<file path="src/rtl/jk_neg_driver_pkg.sv">
// Shared definitions for the JK negative-edge flop driver.
//   - (invJ,invK) command encodings
//   - controller state enumeration
//   - the six-entry step table and its length
package jk_neg_driver_pkg;

   // Commands are the (invJ,invK) pair, both active-low.
   localparam logic [1:0] CMD_RESET  = 2'b10;
   localparam logic [1:0] CMD_HOLD   = 2'b11;
   localparam logic [1:0] CMD_SET    = 2'b01;
   localparam logic [1:0] CMD_TOGGLE = 2'b00;

   typedef enum logic [1:0] {
      IDLE   = 2'd0,
      RUN    = 2'd1,
      FINISH = 2'd2
   } state_t;

   localparam int STEP_LEN = 6;

   // Step 0 is RESET, so the expected Q is defined after the first fall.
   localparam logic [1:0] STEP_TABLE [STEP_LEN] = '{
      CMD_RESET, CMD_HOLD, CMD_SET, CMD_HOLD, CMD_TOGGLE, CMD_TOGGLE
   };

   function automatic logic [1:0] stepCmd(input logic [2:0] idx);
      logic [1:0] r;
      r = CMD_HOLD;
      if (int'(idx) < STEP_LEN) r = STEP_TABLE[idx];
      return r;
   endfunction

   // Next flop state for a given command.
   function automatic logic nextQ(input logic [1:0] cmd, input logic q);
      logic r;
      case (cmd)
         CMD_RESET:  r = 1'b0;
         CMD_SET:    r = 1'b1;
         CMD_TOGGLE: r = ~q;
         default:    r = q;
      endcase
      return r;
   endfunction

endpackage

</file>
<file path="src/rtl/jk_neg_driver_if.sv">
// Bus between the JK driver and the flop under test / controlling agent.
//   start            run request
//   Q, invQ          flop outputs being checked
//   invCP, invJ/invK generated clock and excitation
//   busy/done/pass/err/err_step/chk_cnt  run status
// slave  : the driver block
// master : the environment (flop model + controller)
interface jk_neg_driver_if;
   import jk_neg_driver_pkg::*;

   logic       start;
   logic       Q;
   logic       invQ;
   logic       invCP;
   logic       invJ;
   logic       invK;
   logic       busy;
   logic       done;
   logic       pass;
   logic       err;
   logic [2:0] err_step;
   logic [7:0] chk_cnt;

   modport slave (
      input  start, Q, invQ,
      output invCP, invJ, invK, busy, done, pass, err, err_step, chk_cnt
   );

   modport master (
      output start, Q, invQ,
      input  invCP, invJ, invK, busy, done, pass, err, err_step, chk_cnt
   );

endinterface

</file>
<file path="src/rtl/jk_clk_div.sv">
// Divider producing the active-low flop clock invCP.
//   CP       system clock
//   invCR    async active-low reset
//   en       run enable; when low invCP parks high and the divider holds 0
//   invCP    divided clock, first transition after enable is falling
//   fallStb  high in the cycle whose closing edge drives invCP 1->0
//   riseStb  high in the cycle whose closing edge drives invCP 0->1
module jk_clk_div
   import jk_neg_driver_pkg::*;
#(
   parameter int HALF_DIV = 2
) (
   input  logic CP,
   input  logic invCR,
   input  logic en,
   output logic invCP,
   output logic fallStb,
   output logic riseStb
);

   logic [7:0] div;
   logic       tick;

   assign tick    = en && (div == 8'(HALF_DIV - 1));
   assign fallStb = tick && invCP;
   assign riseStb = tick && !invCP;

   always_ff @(posedge CP or negedge invCR) begin
      if (!invCR) begin
         div   <= '0;
         invCP <= 1'b1;
      end else if (!en) begin
         div   <= '0;
         invCP <= 1'b1;
      end else if (tick) begin
         div   <= '0;
         invCP <= ~invCP;
      end else begin
         div   <= div + 8'd1;
      end
   end

endmodule

</file>
<file path="src/rtl/jk_neg_driver.sv">
// Exercises a negative-edge JK flop: generates invCP, walks the step table
// on invJ/invK, tracks the expected Q and checks Q/invQ on every rising
// invCP transition.
//   CP, invCR  clock and async active-low reset
//   bus        jk_neg_driver_if.slave (start, Q, invQ in; clock, excitation
//              and run status out)
module jk_neg_driver
   import jk_neg_driver_pkg::*;
#(
   parameter int HALF_DIV   = 2,
   parameter int STEP_EDGES = 2,
   parameter int LOOPS      = 2
) (
   input  logic              CP,
   input  logic              invCR,
   jk_neg_driver_if.slave    bus
);

   state_t     state, nextState;
   logic       accept, lastChk;
   logic       runEn, riseStb, fallStb, invCPw;
   logic [1:0] cmd;
   logic       expQ;
   logic [2:0] stepIdx;
   logic [3:0] loopCnt, edgeCnt;
   logic       err, pass, mismatch;
   logic [2:0] errStep;
   logic [7:0] chkCnt;
   logic       stepEnd, tableEnd, loopEnd;

   assign runEn = (state == RUN);

   jk_clk_div #(.HALF_DIV(HALF_DIV)) uDiv (
      .CP      (CP),
      .invCR   (invCR),
      .en      (runEn),
      .invCP   (invCPw),
      .fallStb (fallStb),
      .riseStb (riseStb)
   );

   assign stepEnd  = (edgeCnt == 4'(STEP_EDGES - 1));
   assign tableEnd = (stepIdx == 3'(STEP_LEN - 1));
   assign loopEnd  = (loopCnt == 4'(LOOPS - 1));
   assign mismatch = (bus.Q != expQ) || (bus.invQ == bus.Q);

   always_ff @(posedge CP or negedge invCR) begin
      if (!invCR) state <= IDLE;
      else        state <= nextState;
   end

   always_comb begin
      nextState = state;
      accept    = 1'b0;
      lastChk   = 1'b0;
      case (state)
         IDLE:   if (bus.start) begin
                    accept    = 1'b1;
                    nextState = RUN;
                 end
         RUN:    if (riseStb && stepEnd && tableEnd && loopEnd) begin
                    lastChk   = 1'b1;
                    nextState = FINISH;
                 end
         FINISH: nextState = IDLE;
         default: nextState = IDLE;
      endcase
   end

   always_ff @(posedge CP or negedge invCR) begin
      if (!invCR) begin
         cmd     <= CMD_HOLD;
         expQ    <= 1'b0;
         stepIdx <= '0;
         loopCnt <= '0;
         edgeCnt <= '0;
         err     <= 1'b0;
         errStep <= '0;
         pass    <= 1'b0;
         chkCnt  <= '0;
      end else if (accept) begin
         cmd     <= stepCmd(3'd0);
         expQ    <= 1'b0;
         stepIdx <= '0;
         loopCnt <= '0;
         edgeCnt <= '0;
         err     <= 1'b0;
         pass    <= 1'b0;
         chkCnt  <= '0;
      end else if (fallStb) begin
         // The flop samples the command currently driven; cmd is stable here.
         expQ <= nextQ(cmd, expQ);
      end else if (riseStb) begin
         err <= err | mismatch;
         if (mismatch && !err) errStep <= stepIdx;
         if (chkCnt != 8'hFF) chkCnt <= chkCnt + 8'd1;
         if (lastChk) pass <= !(err | mismatch);
         // Command changes only here, half a period away from the sampling fall.
         if (stepEnd) begin
            edgeCnt <= '0;
            if (tableEnd) begin
               stepIdx <= '0;
               if (loopEnd) begin
                  loopCnt <= '0;
                  cmd     <= CMD_HOLD;
               end else begin
                  loopCnt <= loopCnt + 4'd1;
                  cmd     <= stepCmd(3'd0);
               end
            end else begin
               stepIdx <= stepIdx + 3'd1;
               cmd     <= stepCmd(3'(stepIdx + 3'd1));
            end
         end else begin
            edgeCnt <= edgeCnt + 4'd1;
         end
      end
   end

   assign bus.invCP    = invCPw;
   assign bus.invJ     = cmd[1];
   assign bus.invK     = cmd[0];
   assign bus.busy     = (state != IDLE);
   assign bus.done     = (state == FINISH);
   assign bus.pass     = pass;
   assign bus.err      = err;
   assign bus.err_step = errStep;
   assign bus.chk_cnt  = chkCnt;

endmodule
</file>
<file path="src/flat_wrapper.sv">
// flat-port wrapper written by rule: the top's interface ports become plain ports
module jk_neg_driver_flat import jk_neg_driver_pkg::*;
#(
   parameter int HALF_DIV   = 2,
   parameter int STEP_EDGES = 2,
   parameter int LOOPS      = 2
)
  (CP, invCR, bus_start, bus_Q, bus_invQ, bus_invCP, bus_invJ, bus_invK, bus_busy, bus_done, bus_pass, bus_err, bus_err_step, bus_chk_cnt);
  jk_neg_driver_if bus_i ();
  input  logic CP;
  input  logic invCR;
  input wire logic [$bits(bus_i.start)-1:0] bus_start;
  input wire logic [$bits(bus_i.Q)-1:0] bus_Q;
  input wire logic [$bits(bus_i.invQ)-1:0] bus_invQ;
  output wire logic [$bits(bus_i.invCP)-1:0] bus_invCP;
  output wire logic [$bits(bus_i.invJ)-1:0] bus_invJ;
  output wire logic [$bits(bus_i.invK)-1:0] bus_invK;
  output wire logic [$bits(bus_i.busy)-1:0] bus_busy;
  output wire logic [$bits(bus_i.done)-1:0] bus_done;
  output wire logic [$bits(bus_i.pass)-1:0] bus_pass;
  output wire logic [$bits(bus_i.err)-1:0] bus_err;
  output wire logic [$bits(bus_i.err_step)-1:0] bus_err_step;
  output wire logic [$bits(bus_i.chk_cnt)-1:0] bus_chk_cnt;
  assign bus_i.start = bus_start;
  assign bus_i.Q = bus_Q;
  assign bus_i.invQ = bus_invQ;
  assign bus_invCP = bus_i.invCP;
  assign bus_invJ = bus_i.invJ;
  assign bus_invK = bus_i.invK;
  assign bus_busy = bus_i.busy;
  assign bus_done = bus_i.done;
  assign bus_pass = bus_i.pass;
  assign bus_err = bus_i.err;
  assign bus_err_step = bus_i.err_step;
  assign bus_chk_cnt = bus_i.chk_cnt;
  jk_neg_driver #(.HALF_DIV(HALF_DIV), .STEP_EDGES(STEP_EDGES), .LOOPS(LOOPS)) u_core (.CP(CP), .invCR(invCR), .bus(bus_i));
endmodule
</file>
<file path="config.mk">
export PLATFORM = sky130hd
export DESIGN_NAME = jk_neg_driver_flat
export DESIGN_NICKNAME = d
export VERILOG_FILES = /design/src/rtl/jk_neg_driver_pkg.sv /design/src/rtl/jk_neg_driver_if.sv /design/src/rtl/jk_clk_div.sv /design/src/rtl/jk_neg_driver.sv /design/src/flat_wrapper.sv
export SDC_FILE = /design/constraint.sdc
export NUM_CORES = 1
export LEC_CHECK = 0
export BUFFER_PORTS_ARGS = -buffer_cell sky130_fd_sc_hd__buf_4
export CAP_MARGIN = 20
export CELL_PAD_IN_SITES_DETAIL_PLACEMENT = 1
export CELL_PAD_IN_SITES_GLOBAL_PLACEMENT = 1
export CORE_MARGIN = 2
export CORE_UTILIZATION = 30
export CTS_CLUSTER_SIZE = 12
export DETAILED_ROUTE_END_ITERATION = 8
export GPL_ROUTABILITY_DRIVEN = 0
export PLACE_DENSITY = 0.54
export SYNTH_ARGS = -nofsm -noshare
export SYNTH_HDL_FRONTEND = slang
export SYNTH_HIERARCHICAL = 1
export SYNTH_SLANG_ARGS = --single-unit
</file>
<file path="constraint.sdc">
create_clock -name CP -period 3.87 [get_ports CP]
set_clock_uncertainty 0.2 [all_clocks]
set_input_delay 0.1935 -clock CP [delete_from_list [all_inputs] [get_ports CP]]
set_output_delay 0.1935 -clock CP [all_outputs]
set_load 0.01 [all_outputs]
</file>
==> results.md <==
- Die X: 85.6 um
- Synth Flop Type: dfrtp_1
- Total CTS buffers: 5
- TritonCTS clock tree: built
- Synth Area in Compound Gates: 8.65%
- Root Buffer: clkbuf_8
- CP cell instances: inv_1, ha_1, or4b_4, nor4_1, and2b_1, nand2_1, or4b_1, and3_1
- # fillers: 728
- Cell Pwr Density: 299 nW/um2
- Register area share after synthesis: 47.8%
- Die footprint: 7320 um2
- Critical Path Start Type: register
- Slew HR: 46.0%
- HPWL after DPL: 3.25 mm
- Xor/xnor share of the synthesized area: 3.51%
- Adder-cell area share of the yosys netlist: 4.39%
- Clock Path Buffers: 2
- Vias: 1,532
- Core footprint: 6390 um2
- Routed Antenna Nets: 0
- Routed len/inst: 14.7 um
- DR pass1 iterations: 4
- Mapped Avg Cell Area: 9.88 um2
- Max-cap violations: 0
- CP Launch Point: u_core/uDiv/div[1]
- RSZ-0062 raised after global routing: false
- Finished Layout Cells: 307
- Final wirelength: 4.52 mm
- FP Rows: 29
- IO buf count: 22
- Syn Nets: 214
- Slowest-stage cell, CP: or4b_4
- Worst-path clk slew: 0.08 ns
- Crit Path Category: reg2reg
- Most common cell after layout, fill and taps aside: dfrtp_1
- Via/cell ratio: 4.99
- Hold Path Stages: 4
- Share of cells above drive strength 1: 20.0%
- Clk Latency, worst-skew pair: 0.29 ns
- Post-route cell area: 2340 um2
- Crit-path max FO: 11
- DRC viols: 0
- GRT Total Usage: 13.8%
- Min Clock Period, post-route: 3.10 ns
- Peak Freq: 323 MHz
- Area after DPL: 2240 um2
- Largest net degree at the start of global routing: 39
- I/O pin count: 23
- Async SR Flop Fraction: 100%
- Area grow syn2layout: 17.5%
- Fin. max-slew vios: 0
- Worst reg2reg path depth: 8
- Critical path arrival: 3.08 ns
- Clock sink count: 38
- Period utilization: 80.0%
- Post-synthesis cell area: 2000 um2
- Post-synth cell types: 47
- Initial antenna violation count: 0
- RR Startpoint: u_core/uDiv/div[1]
- Final hold vios: 0
- CP Capture Type: register
- Largest family of logic cells by synthesized area: simple AND/OR/NAND/NOR gates
- First-pass GRT wire length: 7.96 mm
- Gr ovfl total: 0
- Mux contribution to synthesized area: 4.70%
- EDFF count, synth: 0
- Slowest cell delay on critical path: 0.49 ns
- Most frequent cells in the layout: 35 x dfrtp_1, 23 x buf_4, 20 x nand2_1, 19 x nor2_1, 14 x a21oi_1
- Status: finished clean
- Setup Total Neg Slack: 0 ns
- Max IR drop VDD: 0.000141 V
- Vias in the first global route: 1,572
- Post-synthesis register bit count: 38
- Initial core utilization: 31.2%
- Mapped Cells: 202
- LEAKAGE: 0.00103 uW
- Worst EP required: 3.85 ns
- Tightest Pin Transition: 0.810 ns
- Final #Nets: 241
- First-iteration detailed-routing DRC count: 59
- Setup Viol. Count Final: 0
- Hold Startpoint: bus_invQ
- Post-Synth Simple-Gate Area: 28.0%
- # diodes: 0
- Synth warnings: 6
- # H-tree levels: 2
- Worst Hold Class: in2reg
- DIE HEIGHT: 85.6 um
- Placed cells: 298
cells in the mapped netlist (all sizes together) (2+ instances only):
cell     n  share of area [%]
buf      3               0.88
nor4     4                2.0
mux2i    6                3.0
or3b     2                1.0
or3     11                3.5
or4b     2                1.2
nor3b    2                1.3
nand4    5                1.6
dfrtp   35                 44
dfstp    3                4.0
nand2b   3               0.94
nand2   20                3.8
nor3     5                1.8
a21oi   14                3.5
nand3   13                3.5
ha       7                4.4
and3     2               0.69
xnor2    2               0.88
o21ai   10                2.7
inv     10                1.9
xor2     6                2.6
o211ai   3                1.1
nor2    19                3.6
mux2     3                1.7
worst paths after layout:
kind	endpoint	slack, ns
max	u_core/bus.chk_cnt[6]	0.77
min	u_core/bus.err	0.03
max reg2reg	u_core/bus.chk_cnt[6]	0.77
min reg2reg	u_core/cmd[0]	0.30
max in group asynchronous	u_core/cmd[1]	2.89
min in group asynchronous	u_core/bus.chk_cnt[7]	0.21
stage by stage:
stage | total power, uW | hold slack [ns] | setup WS, ns | util (%)
3_3_place_gp | 420 | 0.00708 | 0.875 | 35.1
4_1_cts | 715 | 0.0231 | 0.775 | 36.7
3_5_place_dp | 420 | 0.00640 | 0.787 | 35.1
6_report | 701 | 0.0316 | 0.774 | 36.7
5_1_grt | 736 | 0.0538 | 0.544 | 36.7
2_1_floorplan | 407 | -0.302 | 1.22 | -
area by class of cell:
cell class / instances / area (um2) / share of cell area, %
inverters: 10 / 37.5 / 1.60
clock inverters: 1 / 5.00 / 0.213
flip-flops and latches: 38 / 955 / 40.7
well taps: 77 / 96.3 / 4.11
clock buffers: 7 / 86.3 / 3.68
repair buffers: 24 / 183 / 7.79
multi-input cells: 150 / 982 / 41.9
state kept, by name, summed over array words and instances, names as in the netlist:
signal               cells
u_core/expQ              1
u_core/stepIdx           3
u_core/bus.chk_cnt       8
u_core/state             2
u_core/loopCnt           4
u_core/edgeCnt           4
u_core/uDiv/invCP        1
u_core/uDiv/div          8
u_core/bus.err_step      3
u_core/bus.pass          1
u_core/cmd               2
u_core/bus.err           1
cells by family (layout without fill, tap and decap cells):
family | after synthesis | count (layout)
AND/OR/NAND/NOR | 96 | 96
buffers and inverters | 14 | 42
XOR/XNOR | 8 | 8
flip-flops | 38 | 38
adder cells (fa/ha/maj) | 7 | 7
AO/OA/AOI/OAI | 30 | 30
multiplexers | 9 | 9
critical path, delay by kind of cell (launching register included):
kind | cells | cell delay [ns]
simple gates | 6 | 2.17
fa+ha+maj | 1 | 0.13
flops | 1 | 0.42
buf+inv | 1 | 0.07
metal layers:
| layer | GRT usage (%) | up-vias | routed length, um |
|---|---|---|---|
| li1 | - | 768 | - |
| met1 | 19.6 | 737 | 2280 |
| met2 | 20.9 | 23 | 2030 |
| met3 | 3.66 | 4 | 160 |
| met4 | 3.90 | 0 | 44 |
| met5 | 0 | - | 0 |
report_power, final:
group	internal, uW	switching, uW	total [uW]
sequential	397	0.274	398
combinational	4.77	9.90	14.7
clock	144	145	289
what timing repair did:
action / 4_1_cts / 5_1_grt
resized for setup: 0 / 0
hold buffers: 1 / 0
setup buffers: 0 / 0
hold endpoints to repair: 35 / 0
(Power assumes the default switching activity.)
